==> config.mk <==
export PLATFORM = sky130hd
export DESIGN_NAME = if_id_fetch_stage_flat
export DESIGN_NICKNAME = d
export VERILOG_FILES = /design/src/rtl/rv32i_pkg.sv /design/src/rtl/if_id_fetch_stage_if.sv /design/src/rtl/if_id_fetch_stage_skid.sv /design/src/rtl/if_id_fetch_stage.sv /design/src/flat_wrapper.sv
export SDC_FILE = /design/constraint.sdc
export NUM_CORES = 1
export LEC_CHECK = 0
export BUFFER_PORTS_ARGS = -buffer_cell sky130_fd_sc_hd__buf_4
export CAP_MARGIN = 20
export CORE_MARGIN = 2
export CORE_UTILIZATION = 57
export CTS_BUF_LIST = sky130_fd_sc_hd__clkbuf_2
export CTS_CLUSTER_SIZE = 12
export DETAILED_ROUTE_END_ITERATION = 7
export PLACE_DENSITY = 0.91
export SYNTH_ARGS = -nofsm -noshare
export SYNTH_HDL_FRONTEND = slang
export SYNTH_HIERARCHICAL = 1
export SYNTH_SLANG_ARGS = --single-unit
export TNS_END_PERCENT = 20
==> constraint.sdc <==
create_clock -name clk -period 3 [get_ports clk]
set_input_delay 0.6 -clock clk [delete_from_list [all_inputs] [get_ports clk]]
set_output_delay 0.6 -clock clk [all_outputs]
set_load 0.02 [all_outputs]
==> src/rtl/rv32i_pkg.sv <==
// rv32i_pkg
// Shared RV32I pipeline constants used by the fetch stage and by the decode,
// immediate generation and hazard logic.
//   XLEN             datapath / address width (only 32 is supported)
//   NOP_INSTR        canonical bubble instruction, addi x0,x0,0
//   DEFAULT_RESET_PC PC loaded on reset unless a block overrides it
//   PC_STEP          byte distance between sequential instructions
package rv32i_pkg;

  localparam int XLEN = 32;

  localparam logic [XLEN-1:0] NOP_INSTR        = 32'h0000_0013;
  localparam logic [XLEN-1:0] DEFAULT_RESET_PC = 32'h0000_0000;
  localparam logic [XLEN-1:0] PC_STEP          = 32'h0000_0004;

  // Sequential successor of a PC. The add wraps mod 2^32 and never traps.
  function automatic logic [XLEN-1:0] nextPc(input logic [XLEN-1:0] pc);
    return pc + PC_STEP;
  endfunction

endpackage

==> src/rtl/if_id_fetch_stage_if.sv <==
// if_id_fetch_stage_if
// Bundles the fetch stage's instruction-memory bus and its IF/ID output bus.
//   imem_en_o     fetch -> imem  read request this cycle
//   imem_addr_o   fetch -> imem  read address
//   imem_rdata_i  imem -> fetch  word for the address requested last cycle
//   id_valid_o    fetch -> decode  IF/ID slot holds a real instruction
//   id_instr_o    fetch -> decode  instruction (NOP when the slot is a bubble)
//   id_pc_o       fetch -> decode  PC of id_instr_o
//   id_pc4_o      fetch -> decode  id_pc_o + 4, link value for JAL/JALR
// Modports: master = fetch stage, slave = memory / decode side.
interface if_id_fetch_stage_if;
  import rv32i_pkg::*;

  logic            imem_en_o;
  logic [XLEN-1:0] imem_addr_o;
  logic [XLEN-1:0] imem_rdata_i;
  logic            id_valid_o;
  logic [XLEN-1:0] id_instr_o;
  logic [XLEN-1:0] id_pc_o;
  logic [XLEN-1:0] id_pc4_o;

  modport master (
    output imem_en_o,
    output imem_addr_o,
    input  imem_rdata_i,
    output id_valid_o,
    output id_instr_o,
    output id_pc_o,
    output id_pc4_o
  );

  modport slave (
    input  imem_en_o,
    input  imem_addr_o,
    output imem_rdata_i,
    input  id_valid_o,
    input  id_instr_o,
    input  id_pc_o,
    input  id_pc4_o
  );

endinterface

==> src/rtl/if_id_fetch_stage_skid.sv <==
// fetch_skid_buf
// One-entry holding register for an instruction-memory response that comes
// back while the IF/ID register is frozen by a stall.
//   clk      clock, rising edge
//   rst      synchronous active-high reset, empties the buffer
//   i_load   capture i_instr / i_pc and mark the entry valid
//   i_clear  empty the buffer (wins over i_load)
//   i_instr  instruction word to capture
//   i_pc     PC of that instruction
//   o_valid  buffer holds an instruction
//   o_instr  buffered instruction
//   o_pc     buffered PC
module fetch_skid_buf
  import rv32i_pkg::*;
(
  input  logic            clk,
  input  logic            rst,
  input  logic            i_load,
  input  logic            i_clear,
  input  logic [XLEN-1:0] i_instr,
  input  logic [XLEN-1:0] i_pc,
  output logic            o_valid,
  output logic [XLEN-1:0] o_instr,
  output logic [XLEN-1:0] o_pc
);

  logic            r_valid;
  logic [XLEN-1:0] r_instr;
  logic [XLEN-1:0] r_pc;

  // Clearing beats loading so that a flush arriving in the same cycle as a
  // late response can never leave a stale instruction behind. Without a load
  // or clear the entry simply persists, which covers long stalls.
  always_ff @(posedge clk) begin
    if (rst || i_clear) begin
      r_valid <= 1'b0;
      r_instr <= NOP_INSTR;
      r_pc    <= '0;
    end else if (i_load) begin
      r_valid <= 1'b1;
      r_instr <= i_instr;
      r_pc    <= i_pc;
    end
  end

  assign o_valid = r_valid;
  assign o_instr = r_instr;
  assign o_pc    = r_pc;

endmodule

==> src/rtl/if_id_fetch_stage.sv <==
// if_id_fetch_stage
// RV32I fetch stage plus IF/ID pipeline register. Holds the PC, issues reads
// to a synchronous instruction memory with one cycle of read latency, skids
// responses that arrive during a stall and presents instruction, PC and PC+4
// to decode.
//   clk            clock, all state updates on the rising edge
//   rst            synchronous active-high reset, overrides stall/redirect
//   stall_i        hazard unit: hold PC and IF/ID contents
//   redirect_i     EX-stage taken branch / jump: flush and refetch
//   redirect_pc_i  target PC when redirect_i is high
//   bus            imem request/response and IF/ID outputs (master side)
module if_id_fetch_stage #(
  parameter int                             XLEN      = rv32i_pkg::XLEN,
  parameter logic [rv32i_pkg::XLEN-1:0]     RESET_PC  = rv32i_pkg::DEFAULT_RESET_PC,
  parameter logic [rv32i_pkg::XLEN-1:0]     NOP_INSTR = rv32i_pkg::NOP_INSTR
) (
  input  logic                       clk,
  input  logic                       rst,
  input  logic                       stall_i,
  input  logic                       redirect_i,
  input  logic [rv32i_pkg::XLEN-1:0] redirect_pc_i,
  if_id_fetch_stage_if.master        bus
);

  localparam int W = rv32i_pkg::XLEN;

  logic [W-1:0] r_pc;
  logic         r_inflight;
  logic [W-1:0] r_inflightPc;

  logic         r_idValid;
  logic [W-1:0] r_idInstr;
  logic [W-1:0] r_idPc;
  logic [W-1:0] r_idPc4;

  logic         w_imemEn;
  logic         w_holdValid;
  logic [W-1:0] w_holdInstr;
  logic [W-1:0] w_holdPc;
  logic         w_srcValid;
  logic [W-1:0] w_srcInstr;
  logic [W-1:0] w_srcPc;
  logic         w_skidLoad;
  logic         w_skidClear;

  // A read is only worth issuing when its response will be consumed: not
  // during reset, not while frozen and not on the cycle the PC is replaced.
  assign w_imemEn = !rst && !stall_i && !redirect_i;

  // The skid buffer catches the response to the request issued just before
  // a stall began. Any unstalled cycle or a redirect drains/flushes it.
  assign w_skidLoad  = stall_i && !redirect_i && r_inflight;
  assign w_skidClear = redirect_i || !stall_i;

  fetch_skid_buf u_skid (
    .clk     (clk),
    .rst     (rst),
    .i_load  (w_skidLoad),
    .i_clear (w_skidClear),
    .i_instr (bus.imem_rdata_i),
    .i_pc    (r_inflightPc),
    .o_valid (w_holdValid),
    .o_instr (w_holdInstr),
    .o_pc    (w_holdPc)
  );

  // The buffered response is always older than anything in flight, so it
  // takes precedence when choosing what enters IF/ID.
  always_comb begin
    w_srcValid = 1'b0;
    w_srcInstr = NOP_INSTR;
    w_srcPc    = r_inflightPc;
    if (w_holdValid) begin
      w_srcValid = 1'b1;
      w_srcInstr = w_holdInstr;
      w_srcPc    = w_holdPc;
    end else if (r_inflight) begin
      w_srcValid = 1'b1;
      w_srcInstr = bus.imem_rdata_i;
      w_srcPc    = r_inflightPc;
    end
  end

  // PC, request tracking and the IF/ID register. Priority is reset, then
  // redirect, then stall, then normal advance. inflight only follows the
  // request strobe, so a response to a flushed or reset cycle is never
  // marked as pending and gets ignored when it arrives.
  always_ff @(posedge clk) begin
    if (rst) begin
      r_pc         <= RESET_PC;
      r_inflight   <= 1'b0;
      r_inflightPc <= RESET_PC;
      r_idValid    <= 1'b0;
      r_idInstr    <= NOP_INSTR;
      r_idPc       <= '0;
      r_idPc4      <= rv32i_pkg::PC_STEP;
    end else begin
      r_inflight   <= w_imemEn;
      r_inflightPc <= r_pc;
      if (redirect_i) begin
        r_pc      <= redirect_pc_i;
        r_idValid <= 1'b0;
        r_idInstr <= NOP_INSTR;
      end else if (!stall_i) begin
        r_pc      <= rv32i_pkg::nextPc(r_pc);
        r_idValid <= w_srcValid;
        r_idInstr <= w_srcInstr;
        r_idPc    <= w_srcPc;
        r_idPc4   <= rv32i_pkg::nextPc(w_srcPc);
      end
    end
  end

  // A buffered response and a fresh in-flight response at the same time
  // would mean one of them is about to be lost.
  always_ff @(posedge clk) begin
    if (!rst) begin
      assert (!(w_holdValid && r_inflight))
        else $error("hold buffer and in-flight response both valid");
    end
  end

  assign bus.imem_en_o   = w_imemEn;
  assign bus.imem_addr_o = r_pc;
  assign bus.id_valid_o  = r_idValid;
  assign bus.id_instr_o  = r_idInstr;
  assign bus.id_pc_o     = r_idPc;
  assign bus.id_pc4_o    = r_idPc4;

endmodule
==> src/flat_wrapper.sv <==
// flat-port wrapper written by rule: the top's interface ports become plain ports
module if_id_fetch_stage_flat 
#(
  parameter int                             XLEN      = rv32i_pkg::XLEN,
  parameter logic [rv32i_pkg::XLEN-1:0]     RESET_PC  = rv32i_pkg::DEFAULT_RESET_PC,
  parameter logic [rv32i_pkg::XLEN-1:0]     NOP_INSTR = rv32i_pkg::NOP_INSTR
)
  (clk, rst, stall_i, redirect_i, redirect_pc_i, bus_imem_en_o, bus_imem_addr_o, bus_imem_rdata_i, bus_id_valid_o, bus_id_instr_o, bus_id_pc_o, bus_id_pc4_o);
  if_id_fetch_stage_if bus_i ();
  input  logic clk;
  input  logic rst;
  input  logic stall_i;
  input  logic redirect_i;
  input  logic [rv32i_pkg::XLEN-1:0] redirect_pc_i;
  output wire logic [$bits(bus_i.imem_en_o)-1:0] bus_imem_en_o;
  output wire logic [$bits(bus_i.imem_addr_o)-1:0] bus_imem_addr_o;
  input wire logic [$bits(bus_i.imem_rdata_i)-1:0] bus_imem_rdata_i;
  output wire logic [$bits(bus_i.id_valid_o)-1:0] bus_id_valid_o;
  output wire logic [$bits(bus_i.id_instr_o)-1:0] bus_id_instr_o;
  output wire logic [$bits(bus_i.id_pc_o)-1:0] bus_id_pc_o;
  output wire logic [$bits(bus_i.id_pc4_o)-1:0] bus_id_pc4_o;
  assign bus_imem_en_o = bus_i.imem_en_o;
  assign bus_imem_addr_o = bus_i.imem_addr_o;
  assign bus_i.imem_rdata_i = bus_imem_rdata_i;
  assign bus_id_valid_o = bus_i.id_valid_o;
  assign bus_id_instr_o = bus_i.id_instr_o;
  assign bus_id_pc_o = bus_i.id_pc_o;
  assign bus_id_pc4_o = bus_i.id_pc4_o;
  if_id_fetch_stage #(.XLEN(XLEN), .RESET_PC(RESET_PC), .NOP_INSTR(NOP_INSTR)) u_core (.clk(clk), .rst(rst), .stall_i(stall_i), .redirect_i(redirect_i), .redirect_pc_i(redirect_pc_i), .bus(bus_i));
endmodule
==> metrics.cfg, run 1 <==
[power_and_ir_drop]
finalPower_uw = 5630
power_density_mw_per_mm2 = 479
max-vdd-ir-drop_uv = 299
power.leakage_uw = 0.00447

[clock_network]
holdBufCountCts = 10
path_clk_slew_ns = 0.10
cts-htree-levels = 2
tritoncts = built
cts-root-buf = clkbuf_2
post_cts_buffers = 0
clock_sinks = 225
clock_path_buffers = 3
cts_buffers = 53
insertion_delay_ns = 0.80
cts_resized = 0

[synthesis]
ys_top_cells_by_area = dfxtp_1, mux2i_1, nor2_1
async_flop_share_pct = 0
synth_top_area_share_pct = 46.4
synth_top_cell_by_area = dfxtp_1
syn_inst = 1083
syn_area_per_cell_um2 = 8.97
synth_area_mm2 = 0.00971
ys_types = 61
ys_seq_area_share_pct = 46.4
syn-num-nets = 1153
synth_edf_count = 0
synth-main-ff-cell = dfxtp_1
ys_ff_latch = 225
yosysWarnings = 6

[placement]
postPlaceCellArea_mm2 = 0.0112
port_buffers = 197
dp_slack_ns = 0.545
routabilityCongestion = 0.887
hpwl_mm = 17.1

[worst_setup_path]
path_class = reg2reg
crit_required_ns = 3.71
cpPeakStageDelay_ns = 0.66
worst_ep_arrival_time_ns = 3.19
worst_path_max_delay_cell = dfxtp_4
path_cells = mux2_2, ha_1, inv_1, a221oi_2, nand4_1, buf_4, o311a_1, nor4_1
cp_max_fo = 40
cp-end-kind = register
cp-start-kind = register

[timing]
rsz0062_at_grt = false
finalHoldViolations = 0
fin_skew_ns = 0.0657
fin_crit_sh_pct = 82.9
tightest_slew_ns = 0.762
timing.final.ws_setup_ns = 0.513
fin_crit_ns = 2.49
slew_headroom_pct = 49.2
fin_setup_tns_ns = 0
finalSetupViolCount = 0
finalMaxSlewViolations = 0
max_freq_mhz = 402

[global_routing]
grt_util_all_layers_pct = 26.8
first_global_vias = 8137
grt.overflow.total = 0
grt_max_degree = 68
antenna_found_initial = 1
grt_pass1_wl_mm = 39.9

[drt]
drt-initial-drc-count = 707
routed_wl_mm = 25.0
final_antenna_net_count = 0
vias = 8718
viasPerCell = 5.70
wl_per_cell_um = 16.3
drtPass1Iterations = 6
drc = 0

[floorplanning]
die_h_um = 135
core_region_area_mm2 = 0.0166
io_pins = 198
initial_core_util_pct = 58.3
dieWidth_um = 135
die_area_mm2 = 0.0181
fp-row-count = 47

[final_layout]
drive_gt1_share_pct = 23.9
final_common_cell = dfxtp_1
area_growth_pct = 21.0
nNetsFinal = 1351
final_cell_mix = dfxtp_1, buf_4, nor2_1
fin_util_pct = 70.6
postLayoutCellArea_mm2 = 0.0118

[min_path]
min_path_type = in2reg

[run_status]
status = finished clean

[run]
cap_violations = 0

through the flow:
stage / std cells / hold WS (ns)
floorplan: 1083 / 0.441
global placement: 1434 / 0.432
detailed placement: 1434 / 0.447
CTS: 1527 / 0.00143
global route: 1530 / 0.00103
finish: 1530 / 0.0633
critical path: cells and delay by family (launching register included):
family / cells / cell delay (ns)
and+or+nand+nor: 2 / 0.38
AOI/OAI and AO/OA: 2 / 0.62
muxes: 1 / 0.27
buffers and inverters: 2 / 0.28
DFF: 1 / 0.66
adders and majority gates: 1 / 0.22
state kept, by name, indices dropped and copies added (netlist names), 30 cells and up:
signal,flops
u_core/r_inflightPc,32
u_core/bus.imem_addr_o,32
u_core/bus.id_instr_o,32
u_core/u_skid/o_instr,32
u_core/u_skid/o_pc,32
u_core/bus.id_pc4_o,30
u_core/bus.id_pc_o,32
Yosys cell counts (all sizes together), types with 20 or more instances:
cell	n
a211oi	43
a21oi	57
a22oi	35
buf	36
clkbuf	46
dfxtp	225
mux2i	96
nand2	78
nand3	31
nand3b	25
nand4	20
nor2	203
nor2b	32
xnor2	31
final timing paths:
check	from	cells after the start	to	slack, ns
min reg2reg	u_core/bus.id_pc4_o[4]$_SDFFE_PP0P_	2	u_core/bus.id_pc4_o[4]$_SDFFE_PP0P_	0.46
max	u_core/u_skid/o_valid$_SDFFE_PP0P_	8	u_core/bus.id_pc4_o[22]$_SDFFE_PP0P_	0.51
min	bus_imem_rdata_i[15]	3	u_core/u_skid/o_instr[15]$_SDFFE_PP0P_	0.06
max reg2reg	u_core/u_skid/o_valid$_SDFFE_PP0P_	8	u_core/bus.id_pc4_o[22]$_SDFFE_PP0P_	0.51
final cells by class:
type | count | area [µm²]
diodes | 1 | 2.50
clock buffers | 73 | 365
clock inverters | 10 | 68.8
fillers | 1235 | 4890
inverters | 10 | 37.5
multi-input cells | 766 | 4740
flip-flops and latches | 225 | 4510
well taps | 220 | 275
repair buffers | 225 | 1750
power by group:
part,switching (µW),internal (µW),total [µW],leakage [µW]
Clock,1110,728,1840,0.000341
Sequential,91.4,3070,3160,0.00183
Combinational,352,268,620,0.00230
Total,1560,4070,5630,0.00447
logic make-up after synthesis:
logic type,synth area share [%]
muxes,10.5
and+or+nand+nor,21.8
DFF,46.4
AOI/OAI and AO/OA,12.8
adders and majority gates,0.258
buffers and inverters,4.91
xor gates and xnor gates,3.43
routing by layer:
metal	GRT usage [%]	share of wire, %	routed length (µm)
met5	0	0	0
met4	9.59	2.4	596
met3	5.63	7.7	1920
met2	41.9	46	11500
met1	36.9	44	11000
Note: power is estimated with default switching activity, not from simulation.
==> run 2, diff against run 1 <==
--- a/config.mk
+++ b/config.mk
@@ -8,11 +8,11 @@
 export BUFFER_PORTS_ARGS = -buffer_cell sky130_fd_sc_hd__buf_4
 export CAP_MARGIN = 20
 export CORE_MARGIN = 2
-export CORE_UTILIZATION = 57
+export CORE_UTILIZATION = 51
 export CTS_BUF_LIST = sky130_fd_sc_hd__clkbuf_2
 export CTS_CLUSTER_SIZE = 12
 export DETAILED_ROUTE_END_ITERATION = 7
-export PLACE_DENSITY = 0.91
+export PLACE_DENSITY = 0.87
 export SYNTH_ARGS = -nofsm -noshare
 export SYNTH_HDL_FRONTEND = slang
 export SYNTH_HIERARCHICAL = 1
==> constraint.sdc (replaced) <==
create_clock -name clk -period 2.2 [get_ports clk]
set_input_delay 0.44 -clock clk [delete_from_list [all_inputs] [get_ports clk]]
set_output_delay 0.44 -clock clk [all_outputs]
set_load 0.02 [all_outputs]
==> metrics.cfg, run 2 (synthesized netlist as in run 1, its figures left out) <==
[run_status]
status = finished clean

[final_layout]
area_growth_pct = 30.2
multiInputGateArea_mm2 = 0.00476  ; +0.42%
final_cell_mix = buf_4, dfxtp_1, nor2_1
regArea_mm2 = 0.00451  ; about the same
nNetsFinal = 1434  ; +6.1%
drive_gt1_share_pct = 24.4  ; +0.52 points
fin_util_pct = 67.6  ; -3.0 points
final_common_cell = buf_4
fillCellCount = 1441  ; +17%

[timing]
fin_setup_tns_ns = 0  ; unchanged
tightest_slew_ns = 0.683  ; -0.0791 ns
finalMaxSlewViolations = 0  ; unchanged
fin_skew_ns = 0.0891  ; +0.0234 ns
finalHoldViolations = 0  ; unchanged
whs_ns = 0.0918  ; +0.0285 ns
max_freq_mhz = 464  ; +15%
fin_crit_ns = 2.16  ; -0.330 ns
finalSetupViolCount = 0  ; unchanged
fin_crit_sh_pct = 98.1  ; +15 points
timing.final.ws_setup_ns = 0.0428  ; -0.470 ns
slew_headroom_pct = 54.5  ; +5.3 points

[power_and_ir_drop]
power_density_mw_per_mm2 = 632  ; +32%
max-vdd-ir-drop_uv = 360  ; +20%
power.leakage_uw = 0.00486  ; +8.6%

[global_routing]
first_global_vias = 8811  ; +8.3%
grt.overflow.total = 0  ; unchanged
grt_pass1_wl_mm = 43.8  ; +9.9%
grt_util_all_layers_pct = 26.8  ; about the same
antenna_found_initial = 2  ; +1
grt_max_degree = 69  ; +1.5%

[drt]
drtPass1Iterations = 5  ; -1
drt-initial-drc-count = 590  ; -17%
final_antenna_net_count = 0  ; unchanged
viasPerCell = 5.59  ; -2.0%
wl_per_cell_um = 16.9  ; +3.2%
vias = 9161  ; +5.1%
routed_wl_mm = 27.7  ; +11%
drc = 0  ; unchanged

[worst_setup_path]
crit_required_ns = 2.89  ; -0.82 ns
path_class = reg2reg
cp-start-kind = register
cp-end-kind = register
cp_max_fo = 12  ; -70%
worst_ep_arrival_time_ns = 2.85  ; -0.34 ns

[floorplanning]
initial_core_util_pct = 51.9  ; -6.4 points
dieWidth_um = 142  ; +5.5%
core_region_area_mm2 = 0.0187  ; +12%
die_area_mm2 = 0.0202  ; +11%
die_h_um = 142  ; +5.5%
fp-row-count = 50  ; +6.4%
io_pins = 198  ; unchanged

[clock_network]
clock_sinks = 225  ; unchanged
tritoncts = built
path_clk_slew_ns = 0.12  ; +0.02 ns
clock_path_buffers = 3  ; unchanged
cts-htree-levels = 2  ; unchanged
cts_buffers = 54  ; +1.9%
insertion_delay_ns = 0.87  ; +0.07 ns
cts-root-buf = clkbuf_2

[min_path]
min_path_type = in2reg

[placement]
port_buffers = 197  ; unchanged
routabilityCongestion = 0.871  ; -1.8%
dp_slack_ns = -0.0143  ; -0.559 ns
hpwl_mm = 18.1  ; +6.2%

[run]
cap_violations = 0  ; unchanged

==> run 2: changes by cell type in the layout (fill, tap and decap cells not counted), sizes merged <==
cell,delta
clkinv,+15
clkbuf,-2
buf,+25
diode,+1
dlygate4sd3,+57
==> run 2: worst paths after layout <==
kind | slack, ns | depth (start not counted) | start | end
max | 0.04 | 7 | u_core/u_skid/o_valid$_SDFFE_PP0P_ | u_core/bus.id_pc4_o[27]$_SDFFE_PP0P_
min | 0.09 | 4 | redirect_i | u_core/bus.imem_addr_o[2]$_SDFFE_PP0N_
max reg2reg | 0.04 | 7 | u_core/u_skid/o_valid$_SDFFE_PP0P_ | u_core/bus.id_pc4_o[27]$_SDFFE_PP0P_
min reg2reg | 0.46 | 2 | u_core/bus.id_pc4_o[7]$_SDFFE_PP0P_ | u_core/bus.id_pc4_o[7]$_SDFFE_PP0P_
==> run 2: layer usage <==
layer / global-route usage, % / up-vias / part of all wire (%)
met5: 0 / - / 0
met4: 12.6 / 0 / 3.2
met3: 4.85 / 66 / 6.1
met2: 42.4 / 369 / 47
met1: 35.6 / 4339 / 44
li1: - / 4387 / -
==> run 2: metrics by stage <==
step | total power (µW) | instance area [µm²] | std cells
3_3_place_gp | 5220 | 11400 | 1468
4_1_cts | 8030 | 12600 | 1634
2_1_floorplan | 4860 | 9760 | 1083
5_1_grt | 8370 | 12600 | 1640
6_report | 7990 | 12600 | 1640
3_5_place_dp | 5240 | 11400 | 1469
==> run 2: where the power goes <==
part | total [µW] | switching, µW | internal, µW
Clock | 2730 | 1700 | 1030
Sequential | 4320 | 127 | 4190
Combinational | 947 | 505 | 442
==> run 2: area by class of cell <==
| cell class | count | area share (%) |
|---|---|---|
| multi-input combinational | 766 | 37.7 |
| sequential | 225 | 35.7 |
| timing repair buffer | 307 | 20.1 |
| clock buffer | 71 | 2.81 |
| tap | 234 | 2.32 |
| clock inverter | 25 | 1.13 |
| inverter | 10 | 0.297 |
| antenna | 2 | 0.0396 |
==> run 2: critical path, cell delays in order, from the launching register on <==
cell      delay, ns
dfxtp_4        0.41
buf_4          0.20
nand3b_1       0.22
a222oi_1       0.33
buf_4          0.19
nand2_2        0.09
or4_1          0.48
o2111a_1       0.14
==> run 2: what timing repair did <==
action                                  4_1_cts  5_1_grt
pin swaps                                     1        4
setup buffers                                 1        4
hold endpoints to repair                     97        0
hold buffers                                 68        0
endpoints found under the setup margin        4        9
cloned                                        0        0
resized for setup                             1        2
